`src/rtl/can_pkg.sv`:
```
// ============================================================================
//  Module      : can_pkg
//  Description : Shared definitions for the extended-frame CAN receiver:
//                receiver state encoding, error codes, CRC-15 polynomial,
//                field lengths and identifier bit positions (the identifier
//                layout is common with the transmitter).
//  Revision    : 1.0 - initial release
// ============================================================================
`default_nettype none

package can_pkg;

    // Receiver states, in bus order
    typedef enum logic [3:0] {
        ST_WAIT_IDLE = 4'd0,
        ST_IDLE      = 4'd1,
        ST_ARB_A     = 4'd2,
        ST_SRR_IDE   = 4'd3,
        ST_ARB_B     = 4'd4,
        ST_RTR       = 4'd5,
        ST_R1        = 4'd6,
        ST_R0        = 4'd7,
        ST_DLC       = 4'd8,
        ST_DATA      = 4'd9,
        ST_CRC       = 4'd10,
        ST_CRC_DEL   = 4'd11,
        ST_ACK_SLOT  = 4'd12,
        ST_ACK_DEL   = 4'd13,
        ST_EOF       = 4'd14
    } can_rx_state_t;

    // Error codes reported on rx_err_code_o
    localparam logic [1:0] ERR_NONE  = 2'd0;
    localparam logic [1:0] ERR_STUFF = 2'd1;
    localparam logic [1:0] ERR_FORM  = 2'd2;
    localparam logic [1:0] ERR_CRC   = 2'd3;

    localparam logic [14:0] CRC15_POLY = 15'h4599;

    // Field lengths in destuffed bits
    localparam logic [5:0] LEN_ARB_A   = 6'd11;
    localparam logic [5:0] LEN_SRR_IDE = 6'd2;
    localparam logic [5:0] LEN_ARB_B   = 6'd18;
    localparam logic [5:0] LEN_DLC     = 6'd4;
    localparam logic [5:0] LEN_CRC     = 6'd15;
    localparam logic [5:0] LEN_EOF     = 6'd7;

    // Bit positions of the team fields inside the 29-bit identifier
    localparam int ID_TYPE_POS = 28;
    localparam int ID_SRC_LSB  = 22;
    localparam int ID_DST_LSB  = 16;
    localparam int ID_HS_LSB   = 14;
    localparam int ID_ATTR_LSB = 12;
    localparam int ID_EXP_LSB  = 8;
    localparam int ID_CMD_LSB  = 0;

    // One serial CRC-15 step, MSB-first
    function automatic logic [14:0] crc15_next(input logic [14:0] crc, input logic din);
        logic [14:0] shifted;
        shifted = {crc[13:0], 1'b0};
        return (din ^ crc[14]) ? (shifted ^ CRC15_POLY) : shifted;
    endfunction

endpackage

`default_nettype wire

```
`src/rtl/can_crc15.sv`:
```
// ============================================================================
//  Module      : can_crc15
//  Description : Serial CRC-15 register (polynomial 0x4599, init 0).
//  Ports       : clk_can  - bit clock
//                rst_i    - asynchronous reset, active-high
//                clr_i    - synchronous clear to the init value
//                en_i     - shift bit_i into the register this cycle
//                bit_i    - serial data bit
//                crc_o    - current CRC value
//  Revision    : 1.0 - initial release
// ============================================================================
`default_nettype none

module can_crc15
    import can_pkg::*;
(
    input  logic        clk_can,
    input  logic        rst_i,
    input  logic        clr_i,
    input  logic        en_i,
    input  logic        bit_i,
    output logic [14:0] crc_o
);

    logic [14:0] r_crc;

    always_ff @(posedge clk_can or posedge rst_i) begin
        if (rst_i) begin
            r_crc <= '0;
        end else if (clr_i) begin
            r_crc <= '0;
        end else if (en_i) begin
            r_crc <= crc15_next(r_crc, bit_i);
        end
    end

    assign crc_o = r_crc;

endmodule

`default_nettype wire

```
`src/rtl/can_rx_frame_decoder.sv`:
```
// ============================================================================
//  Module      : can_rx_frame_decoder
//  Description : Bit-level receiver for extended CAN frames. Samples one bus
//                bit per clk_can cycle, destuffs, checks CRC-15 and form,
//                drives the ACK bit and unpacks the identifier into the
//                address/command fields.
//  Ports       : clk_can, rst_i (async, active-high), rx_i (0 = dominant)
//                tx_ack_o      - ACK drive, 0 = dominant
//                rx_busy_o     - frame in progress
//                rx_valid_o    - one-cycle pulse, frame accepted
//                rx_err_o      - one-cycle pulse, frame aborted
//                rx_err_code_o - 1 stuff, 2 form, 3 crc
//                message_type_o .. cmd_data_sign_o - identifier fields
//                rtr_o, dlc_o, data_o (byte 0 in [63:56])
//  Config      : CAN_RX_ACK_EN - when defined the receiver drives the ACK
//                slot; otherwise tx_ack_o is tied recessive (listen-only).
//  Revision    : 1.0 - initial release
// ============================================================================
`default_nettype none

module can_rx_frame_decoder
    import can_pkg::*;
#(
    parameter int IDLE_BITS = 11,
    parameter int MAX_BYTES = 8
) (
    input  logic        clk_can,
    input  logic        rst_i,
    input  logic        rx_i,
    output logic        tx_ack_o,
    output logic        rx_busy_o,
    output logic        rx_valid_o,
    output logic        rx_err_o,
    output logic [1:0]  rx_err_code_o,
    output logic        message_type_o,
    output logic [5:0]  src_address_o,
    output logic [5:0]  dst_address_o,
    output logic [1:0]  handshake_o,
    output logic [1:0]  attribute_o,
    output logic [3:0]  expand_count_o,
    output logic [7:0]  cmd_data_sign_o,
    output logic        rtr_o,
    output logic [3:0]  dlc_o,
    output logic [63:0] data_o
);

    localparam int                IDLE_W    = $clog2(IDLE_BITS + 1);
    localparam logic [IDLE_W-1:0] IDLE_LAST = IDLE_W'(IDLE_BITS - 1);
    localparam logic [3:0]        MAX_DLC   = 4'(MAX_BYTES);

    can_rx_state_t     r_state, w_state_nxt;
    logic [IDLE_W-1:0] r_idle_cnt;
    logic [5:0]        r_bit_cnt;
    logic              r_last_bit;
    logic [2:0]        r_run_cnt;
    logic [28:0]       r_id;
    logic              r_rtr;
    logic [3:0]        r_dlc;
    logic [63:0]       r_data;
    logic [14:0]       r_crc_rx;
    logic [14:0]       w_crc_calc;

    logic              w_in_region, w_stuff_bit, w_stuff_err, w_bit_use;
    logic              w_sof, w_crc_en, w_crc_ok;
    logic [3:0]        w_dlc_full, w_bytes;
    logic [6:0]        w_data_last;
    logic              w_valid, w_err;
    logic [1:0]        w_err_code;

    logic              r_valid, r_err;
    logic [1:0]        r_err_code;
    logic              r_message_type, r_rtr_o;
    logic [5:0]        r_src, r_dst;
    logic [1:0]        r_hs, r_attr;
    logic [3:0]        r_exp, r_dlc_o;
    logic [7:0]        r_cmd;
    logic [63:0]       r_data_o;

    // Stuffing covers SOF through the last CRC bit; SOF seeds the run tracker
    assign w_in_region = r_state inside {ST_ARB_A, ST_SRR_IDE, ST_ARB_B, ST_RTR,
                                         ST_R1, ST_R0, ST_DLC, ST_DATA, ST_CRC};
    assign w_stuff_bit = w_in_region && (r_run_cnt == 3'd5);
    assign w_stuff_err = w_stuff_bit && (rx_i == r_last_bit);
    assign w_bit_use   = !w_stuff_bit;
    assign w_sof       = (r_state == ST_IDLE) && !rx_i;
    assign w_crc_en    = w_bit_use && (r_state inside {ST_ARB_A, ST_SRR_IDE, ST_ARB_B,
                                                       ST_RTR, ST_R1, ST_R0, ST_DLC, ST_DATA});
    assign w_crc_ok    = (r_crc_rx == w_crc_calc);

    // DLC decision needs the value including the bit being sampled now
    assign w_dlc_full  = {r_dlc[2:0], rx_i};
    assign w_bytes     = (r_dlc > MAX_DLC) ? MAX_DLC : r_dlc;
    assign w_data_last = {w_bytes, 3'b000} - 7'd1;

    can_crc15 u_crc (
        .clk_can (clk_can),
        .rst_i   (rst_i),
        .clr_i   (w_sof),
        .en_i    (w_crc_en),
        .bit_i   (rx_i),
        .crc_o   (w_crc_calc)
    );

    always_ff @(posedge clk_can or posedge rst_i) begin
        if (rst_i) begin
            r_state <= ST_WAIT_IDLE;
        end else begin
            r_state <= w_state_nxt;
        end
    end

    always_comb begin
        w_state_nxt = r_state;
        w_valid     = 1'b0;
        w_err       = 1'b0;
        w_err_code  = ERR_NONE;
        if (w_stuff_err) begin
            w_err       = 1'b1;
            w_err_code  = ERR_STUFF;
            w_state_nxt = ST_WAIT_IDLE;
        end else if (w_bit_use) begin
            case (r_state)
                ST_WAIT_IDLE: if (rx_i && (r_idle_cnt == IDLE_LAST)) w_state_nxt = ST_IDLE;
                ST_IDLE:      if (!rx_i) w_state_nxt = ST_ARB_A;
                ST_ARB_A:     if (r_bit_cnt == LEN_ARB_A - 6'd1) w_state_nxt = ST_SRR_IDE;
                ST_SRR_IDE: begin
                    // Both SRR and IDE must be recessive: standard frames are rejected
                    if (!rx_i) begin
                        w_err       = 1'b1;
                        w_err_code  = ERR_FORM;
                        w_state_nxt = ST_WAIT_IDLE;
                    end else if (r_bit_cnt == LEN_SRR_IDE - 6'd1) begin
                        w_state_nxt = ST_ARB_B;
                    end
                end
                ST_ARB_B:     if (r_bit_cnt == LEN_ARB_B - 6'd1) w_state_nxt = ST_RTR;
                ST_RTR:       w_state_nxt = ST_R1;
                ST_R1:        w_state_nxt = ST_R0;
                ST_R0:        w_state_nxt = ST_DLC;
                ST_DLC: begin
                    if (r_bit_cnt == LEN_DLC - 6'd1) begin
                        w_state_nxt = (r_rtr || (w_dlc_full == 4'd0)) ? ST_CRC : ST_DATA;
                    end
                end
                ST_DATA:      if ({1'b0, r_bit_cnt} == w_data_last) w_state_nxt = ST_CRC;
                ST_CRC:       if (r_bit_cnt == LEN_CRC - 6'd1) w_state_nxt = ST_CRC_DEL;
                ST_CRC_DEL: begin
                    if (!w_crc_ok) begin
                        w_err       = 1'b1;
                        w_err_code  = ERR_CRC;
                        w_state_nxt = ST_WAIT_IDLE;
                    end else if (!rx_i) begin
                        w_err       = 1'b1;
                        w_err_code  = ERR_FORM;
                        w_state_nxt = ST_WAIT_IDLE;
                    end else begin
                        w_state_nxt = ST_ACK_SLOT;
                    end
                end
                ST_ACK_SLOT:  w_state_nxt = ST_ACK_DEL;
                ST_ACK_DEL: begin
                    if (!rx_i) begin
                        w_err       = 1'b1;
                        w_err_code  = ERR_FORM;
                        w_state_nxt = ST_WAIT_IDLE;
                    end else begin
                        w_state_nxt = ST_EOF;
                    end
                end
                ST_EOF: begin
                    // The last EOF bit is not checked
                    if (r_bit_cnt == LEN_EOF - 6'd1) begin
                        w_valid     = 1'b1;
                        w_state_nxt = ST_WAIT_IDLE;
                    end else if (!rx_i) begin
                        w_err       = 1'b1;
                        w_err_code  = ERR_FORM;
                        w_state_nxt = ST_WAIT_IDLE;
                    end
                end
                default:      w_state_nxt = ST_WAIT_IDLE;
            endcase
        end
    end

    always_ff @(posedge clk_can or posedge rst_i) begin
        if (rst_i) begin
            r_idle_cnt     <= '0;
            r_bit_cnt      <= '0;
            r_last_bit     <= 1'b1;
            r_run_cnt      <= '0;
            r_id           <= '0;
            r_rtr          <= 1'b0;
            r_dlc          <= '0;
            r_data         <= '0;
            r_crc_rx       <= '0;
            r_valid        <= 1'b0;
            r_err          <= 1'b0;
            r_err_code     <= ERR_NONE;
            r_message_type <= 1'b0;
            r_src          <= '0;
            r_dst          <= '0;
            r_hs           <= '0;
            r_attr         <= '0;
            r_exp          <= '0;
            r_cmd          <= '0;
            r_rtr_o        <= 1'b0;
            r_dlc_o        <= '0;
            r_data_o       <= '0;
        end else begin
            r_valid <= w_valid;
            r_err   <= w_err;
            if (w_err) r_err_code <= w_err_code;

            r_idle_cnt <= (r_state == ST_WAIT_IDLE && rx_i) ? r_idle_cnt + 1'b1 : '0;

            if (w_state_nxt != r_state) begin
                r_bit_cnt <= '0;
            end else if (w_bit_use) begin
                r_bit_cnt <= r_bit_cnt + 6'd1;
            end

            // Run tracking counts stuff bits too
            if (w_sof) begin
                r_last_bit <= 1'b0;
                r_run_cnt  <= 3'd1;
            end else if (w_in_region) begin
                r_last_bit <= rx_i;
                r_run_cnt  <= (w_stuff_bit || (rx_i != r_last_bit)) ? 3'd1 : r_run_cnt + 3'd1;
            end

            if (w_sof) begin
                r_id     <= '0;
                r_rtr    <= 1'b0;
                r_dlc    <= '0;
                r_data   <= '0;
                r_crc_rx <= '0;
            end else if (w_bit_use) begin
                case (r_state)
                    ST_ARB_A, ST_ARB_B: r_id            <= {r_id[27:0], rx_i};
                    ST_RTR:             r_rtr           <= rx_i;
                    ST_DLC:             r_dlc           <= w_dlc_full;
                    ST_DATA:            r_data[6'd63 - r_bit_cnt] <= rx_i;
                    ST_CRC:             r_crc_rx        <= {r_crc_rx[13:0], rx_i};
                    default: ;
                endcase
            end

            if (w_valid) begin
                r_message_type <= r_id[ID_TYPE_POS];
                r_src          <= r_id[ID_SRC_LSB  +: 6];
                r_dst          <= r_id[ID_DST_LSB  +: 6];
                r_hs           <= r_id[ID_HS_LSB   +: 2];
                r_attr         <= r_id[ID_ATTR_LSB +: 2];
                r_exp          <= r_id[ID_EXP_LSB  +: 4];
                r_cmd          <= r_id[ID_CMD_LSB  +: 8];
                r_rtr_o        <= r_rtr;
                r_dlc_o        <= r_dlc;
                r_data_o       <= r_data;
            end
        end
    end

`ifdef CAN_RX_ACK_EN
    // Dominant for exactly the cycle following an accepted CRC delimiter
    logic r_tx_ack;

    always_ff @(posedge clk_can or posedge rst_i) begin
        if (rst_i) begin
            r_tx_ack <= 1'b1;
        end else begin
            r_tx_ack <= !((r_state == ST_CRC_DEL) && rx_i && w_crc_ok);
        end
    end

    assign tx_ack_o = r_tx_ack;
`else
    assign tx_ack_o = 1'b1;
`endif

    assign rx_busy_o       = !(r_state inside {ST_WAIT_IDLE, ST_IDLE}) || r_valid || r_err;
    assign rx_valid_o      = r_valid;
    assign rx_err_o        = r_err;
    assign rx_err_code_o   = r_err_code;
    assign message_type_o  = r_message_type;
    assign src_address_o   = r_src;
    assign dst_address_o   = r_dst;
    assign handshake_o     = r_hs;
    assign attribute_o     = r_attr;
    assign expand_count_o  = r_exp;
    assign cmd_data_sign_o = r_cmd;
    assign rtr_o           = r_rtr_o;
    assign dlc_o           = r_dlc_o;
    assign data_o          = r_data_o;

endmodule

`default_nettype wire
```
`config.mk`:
```
export PLATFORM = sky130hd
export DESIGN_NAME = can_rx_frame_decoder
export DESIGN_NICKNAME = d
export VERILOG_FILES = /design/src/rtl/can_pkg.sv /design/src/rtl/can_crc15.sv /design/src/rtl/can_rx_frame_decoder.sv
export SDC_FILE = /design/constraint.sdc
export NUM_CORES = 1
export LEC_CHECK = 0
export ABC_AREA = 1
export CORE_MARGIN = 3
export CORE_UTILIZATION = 56
export CTS_BUF_LIST = sky130_fd_sc_hd__clkbuf_2
export DETAILED_ROUTE_END_ITERATION = 7
export DONT_BUFFER_PORTS = 1
export PLACE_DENSITY = 0.67
export SYNTH_ARGS = -nofsm -noshare
export SYNTH_HDL_FRONTEND = slang
export SYNTH_HIERARCHICAL = 1
export SYNTH_SLANG_ARGS = --single-unit
```
`constraint.sdc`:
```
create_clock -name clk_can -period 9.4 [get_ports clk_can]
set_input_delay 1.41 -clock clk_can [delete_from_list [all_inputs] [get_ports clk_can]]
set_output_delay 1.41 -clock clk_can [all_outputs]
set_load 0.005 [all_outputs]
```
After elaboration in Yosys (flattened, before gate mapping)
Index checks and enable logic that the tools add are counted.
Widths: inputs -> output; s select.
- input port bits: 3
- register bits: 248
- multiplexer cells: 64
- eq/ne operators: 29
- order comparisons: 3
- bitwise logic cells: 2
- add/subtract/negate cells: 5
- reduce and logical (&&, ||, !) cells: 33
- operator list (operator ; count):
    $mux 64 ; 3
    $mux 15 ; 6
    $mux 29 ; 3
    $mux 4 ; 21
    $bwmux 64 ; 1
    $pmux 4 s15 ; 1
    $eq 4x4->1 const B ; 8
    $eq 4x3->1 const B ; 4
    $reduce_bool 2->1 ; 8
    $eq 15x15->1 ; 1
    $mux 1 ; 15
    $eq 6x4->1 const B ; 2
    $mux 2 ; 6
    $mux 6 ; 2
    $reduce_and 2->1 ; 5
    $mux 3 ; 3
    $reduce_bool 9->1 ; 1
    $eq 4x2->1 const B ; 2
    $logic_not 4->1 ; 2
    $reduce_bool 8->1 ; 1
    $eq 6x7->1 ; 1
    $logic_and 1x1->1 ; 7
    $lt 6x7->1 const B ; 1
    $not 7->7 ; 1
    other kinds (24) ; 31

Logic depth before layout (Yosys ltp)
- depth after elaboration: 10
- mapped depth: 20
- depth with buffers taken out: 20

Hierarchy
The synthesis kept the hierarchy.
- modules (own cells, without submodules) (module ; times used ; area each (µm²) ; cells each ; seq. area each (µm²)):
    can_rx_frame_decoder ; 1 ; 10338.7 ; 1240 ; 5831.8
    can_crc15 ; 1 ; 711.9 ; 85 ; 375.4

Worst setup path before layout
OpenSTA, ideal clock, no wires.
- path type: in2reg
- from: input rx_i
- to: register r_id[10]
- stages on the path: 9
- slack: 6733 ps
- setup time: 130 ps
- arrival: 2537 ps
- path through: buf_2 -> inv_2 -> nand3_2 -> nand3_1 -> nand2_1 -> inv_1 -> buf_2 -> clkbuf_1 -> o21ai_0
- word-level cells in the longest chain between the ends: 4
- elaborated cells between the ends (all ways): 6
- those cells by class: eq/ne (1); mux (1); reduce/logical (4)
- ends and longest elaborated chain (what ; RTL line ; RTL):
    start: declaration ; can_rx_frame_decoder.sv:29 ; input logic rx_i,
    $logic_not 1->1 * ; - ;
    $logic_and 1x1->1 * ; can_rx_frame_decoder.sv:85 ; assign w_sof = (r_state == ST_IDLE) && !rx_i;
    $ne 2x1->1 (no source line) or $reduce_bool 2->1 (tied branches) ; - ;
    $reduce_and 2->1 (no source line) ; - ;
    end signal: assignment ; can_rx_frame_decoder.sv:240 ; ST_ARB_A, ST_ARB_B: r_id <= {r_id[27:0], rx_i};
    end: declaration ; can_rx_frame_decoder.sv:56 ; logic [28:0] r_id;
Mark *: on every way between the ends. The rest lies on a longest branch, timed or not.
A chain may end at the register's enable or synchronous reset.

Worst setup path after layout
- from: input rx_i
- to: register r_id[2]
Same word-level chain as after synthesis.

==> key figures <==
Outcome
  – Outcome: finished clean

Detailed routing
  – Post-DR wirelength/cell: 15.10 µm
  – Total routed wirelength: between 20000 and 25000 µm
  – Number of detailed-route iterations in the first pass: 5
  – Via-per-instance ratio: about 5.3
  – DR iter-0 viols: around 710
  – Vias: ~8.7k
  – Number of routed nets with antenna violations: 0
  – Drc violations: 0

Synth
  – Post-synth top area cell: dfrtp_1
  – Area share of the leading cell type in the synthesized netlist: between 50% and 60%
  – Main flop type after synthesis: dfrtp_1
  – Synthesized cell area: between 10000 and 15000 µm²
  – Number of flops mapped to enable cells by yosys: 0
  – Post-synthesis net count: around 1.3k
  – Number of warning messages in the yosys log: 6
  – Seq/Total Area, Yosys: a little under three fifths
  – Share of flip-flops with an asynchronous set or reset: 100.0%
  – Number of instances in the synthesized netlist: about 1.3k
  – Leading post-synthesis cells by cell area: dfrtp_1 (56%), nand2_1 (13%), nand3_1 (8.9%)
  – Syn_area_per_cell: about 8.3 µm²
  – Post-synthesis sequential element count: 248
  – Number of distinct library cells after synthesis: 34

Placement
  – Half-perimeter wire length after detailed placement: roughly 16000 µm
  – Placement-stage worst setup slack: 4.966 ns
  – Final Wtd Congestion: a little under 0.9
  – Port Buffers: 0

Timing
  – Clock period minus worst slack: roughly 3.7 ns
  – Post-route worst setup slack: roughly 5.7 ns
  – Total Neg Setup Slack: 0 ns
  – Skew final: 0.03695 ns
  – Relative slew margins: 21.34%
  – Final max-slew violation count: 0
  – Number of hold-slack violations in the final timing report: 0
  – Slew @ Worst Pin: between 1 and 1.5 ns
  – Max Clock Freq: between 200 and 300 MHz
  – Setup repair after global routing missed its margin: false
  – Period utilisation layout: roughly two fifths
  – Final setup fails: 0

Final layout
  – Ratio of cells with drive above 1 in the final layout: under 10%
  – Most frequent standard cell in the layout excluding fill and tap cells: nand2_1
  – NumNets Final: about 1.3k
  – Highest-count cells in the layout ignoring fill and taps: nand2_1 (397), dfrtp_1 (247), nand3_1 (196)
  – # fillers: 1747
  – Syn-to-layout area delta: 6.228%

CTS
  – Worst-Skew Late Latency: approximately 0.79 ns
  – Setup bufs post-CTS: 0
  – H-Tree Depth: 3
  – Clock tree from TritonCTS: built
  – Clock transition at the register clock pins on the worst setup and hold paths after CTS: ~0.090 ns
  – Root buffer cell: clkbuf_2
  – Total clock buffers created by CTS: 66
  – Longest Clk Path Bufs: 3
  – Number of gates given a new drive strength after cts: 0
  – Hold-fix buffers, CTS: 0
  – Clock sink count: about 250

Global route
  – Met3 capacity usage during global routing: approximately 6.5%
  – Initial antenna violation count: 1
  – Number of global-route vias before repair: about 8.3k
  – Grt ovf: 0
  – Met2 Resource Use GR: approximately 33%
  – Grt met1 use: around a third
  – Maximum number of pins on one net before global-route repair: 153
  – Busiest metal layer after global routing: met1
  – Total Routing Usage GR: 23.08%
  – Wire length of the first global-routing pass: between 40000 and 50000 µm

Power
  – Worst IR Drop VDD: between 0.00009 and 0.0001 V
  – Power density over the cells: ~210 nW/µm²
  – Design Power: approximately 2.5 mW
  – Standby leakage power: a little over 6 nW

Floorplan
  – Standard cell core area: 19020 µm²
  – Rows: 50
  – Effective utilization at floorplan: between 50% and 60%
  – Height of the chip: between 100 and 150 µm
  – Die width: about 150 µm
  – Full die area: ~21000 µm²
  – I/O pin total: between 100 and 150

Setup path
  – Buffers plus inverters on the worst setup path: 4
  – Maximum fanout along the worst path: just over 70
  – Max stage delay cell, worst path: inv_2
  – Cell Chain, Critical Path: inv_2, nand3_4, buf_4, nand3_1, nand2_1, inv_1, buf_4, nand3_1, o21ai_0
  – Longest individual stage delay on the worst path: around 0.77 ns
  – Startpoint-to-endpoint class of the critical path: input port to flop
  – Critical path required time: 10.08 ns
  – Endpoint type of the worst setup path: flop
  – Cell type group with the largest total delay on the critical path: buffers and inverters
  – Data arrival time of the critical path: 4.36 ns
  – Kind of start point of the critical path: input port

Worst hold path
  – Path type of the worst min-delay path: flop to flop

Flow run
  – Number of maximum-capacitance violations: 0
-- state kept, by name, summed over array words and instances, names as in the netlist, 2 cells and up --
register / flops
r_data: 64
expand_count_o: 4
r_run_cnt: 3
attribute_o: 2
dst_address_o: 6
r_idle_cnt: 4
cmd_data_sign_o: 8
r_crc_rx: 15
src_address_o: 6
rx_err_code_o: 2
handshake_o: 2
u_crc/crc_o: 15
r_dlc: 4
r_bit_cnt: 6
r_state: 4
r_id: 29
dlc_o: 4
data_o: 64
-- synth_stat cells (2+ instances only) --
library cell  instances
nor2_1               81
nand2_4               3
o31ai_1               3
xnor2_1               3
buf_6                 6
o22ai_1              14
nor2_4                3
o21ai_1              17
buf_1                 4
inv_2                 6
a32o_1                2
nor2_2                8
clkbuf_1             37
ha_1                  8
nand2_2               2
o21ai_0             129
buf_4                 4
dfrtp_1             247
nor3_1                7
a21oi_1               5
nand3b_1              2
inv_1               116
buf_2                10
nand3_1             197
nand2_1             397
xor2_1                6
-- power breakdown --
group          leakage, nW  internal [mW]  total [mW]  switching, mW
sequential            3.06           1.18        1.29          0.104
clock                0.456          0.344       0.765          0.421
combinational         2.63          0.125       0.417          0.292
total                 6.14           1.65        2.47          0.816
-- metal layers --
metal,vias to the layer above,share of wire (%)
met5,-,0
met3,37,8.6
met4,0,1.8
li1,4314,-
met2,307,43
met1,4069,47
-- cells by family after synthesis --
group	after synthesis	share of synthesized area, %
xor gates and xnor gates	9	0.7134
and+or+nand+nor	702	26.94
DFF	248	56.17
adders and majority gates	8	0.9058
other	1	0.03393
AOI/OAI and AO/OA	173	8.311
buffers and inverters	184	6.929
-- worst reg2reg max path, delay by kind of cell, from the launching register on --
family / cells / cell delay [ns]
and+or+nand+nor: 8 / 1.88
buffers and inverters: 3 / 0.44
DFF: 1 / 0.50
AOI/OAI and AO/OA: 2 / 0.19
-- path summary, 6_finish.rpt --
| kind | cells after the start | end | slack (ns) | start |
|---|---|---|---|---|
| setup / recovery | 9 | r_id[2] | 5.72 | rx_i |
| hold / removal | 2 | data_o[30] | 0.48 | r_data[30] |
| setup reg to reg | 13 | r_data[5] | 6.24 | r_state[2] |
| hold reg to reg | 2 | data_o[30] | 0.48 | r_data[30] |
| max in group asynchronous | 2 | r_id[25] | 7.07 | rst_i |
| min in group asynchronous | 1 | u_crc/crc_o[2] | 0.57 | rst_i |
-- area by class of cell --
type / count / area, µm² / share of cell area (%)
Tap cell: 260 / 325.3 / 2.771
Sequential cell: 248 / 6207 / 52.88
Antenna cell: 1 / 2.502 / 0.02132
Inverter: 123 / 471.7 / 4.018
Timing Repair Buffer: 4 / 30.03 / 0.2558
Multi-Input combinational cell: 893 / 4103 / 34.95
Clock inverter: 14 / 133.9 / 1.140
Clock buffer: 93 / 465.4 / 3.965
-- stage by stage --
stage / area (µm²) / hold WS, ns / instances / utilization (%)
2_1_floorplan: 11050 / 0.4427 / 1325 / -
3_3_place_gp: 11140 / 0.4547 / 1528 / 58.56
3_5_place_dp: 11140 / 0.4612 / 1528 / 58.56
4_1_cts: 11740 / 0.4730 / 1635 / 61.71
5_1_grt: 11740 / 0.4570 / 1636 / 61.72
6_report: 11740 / 0.4848 / 1636 / 61.72
(Power assumes the default switching activity.)
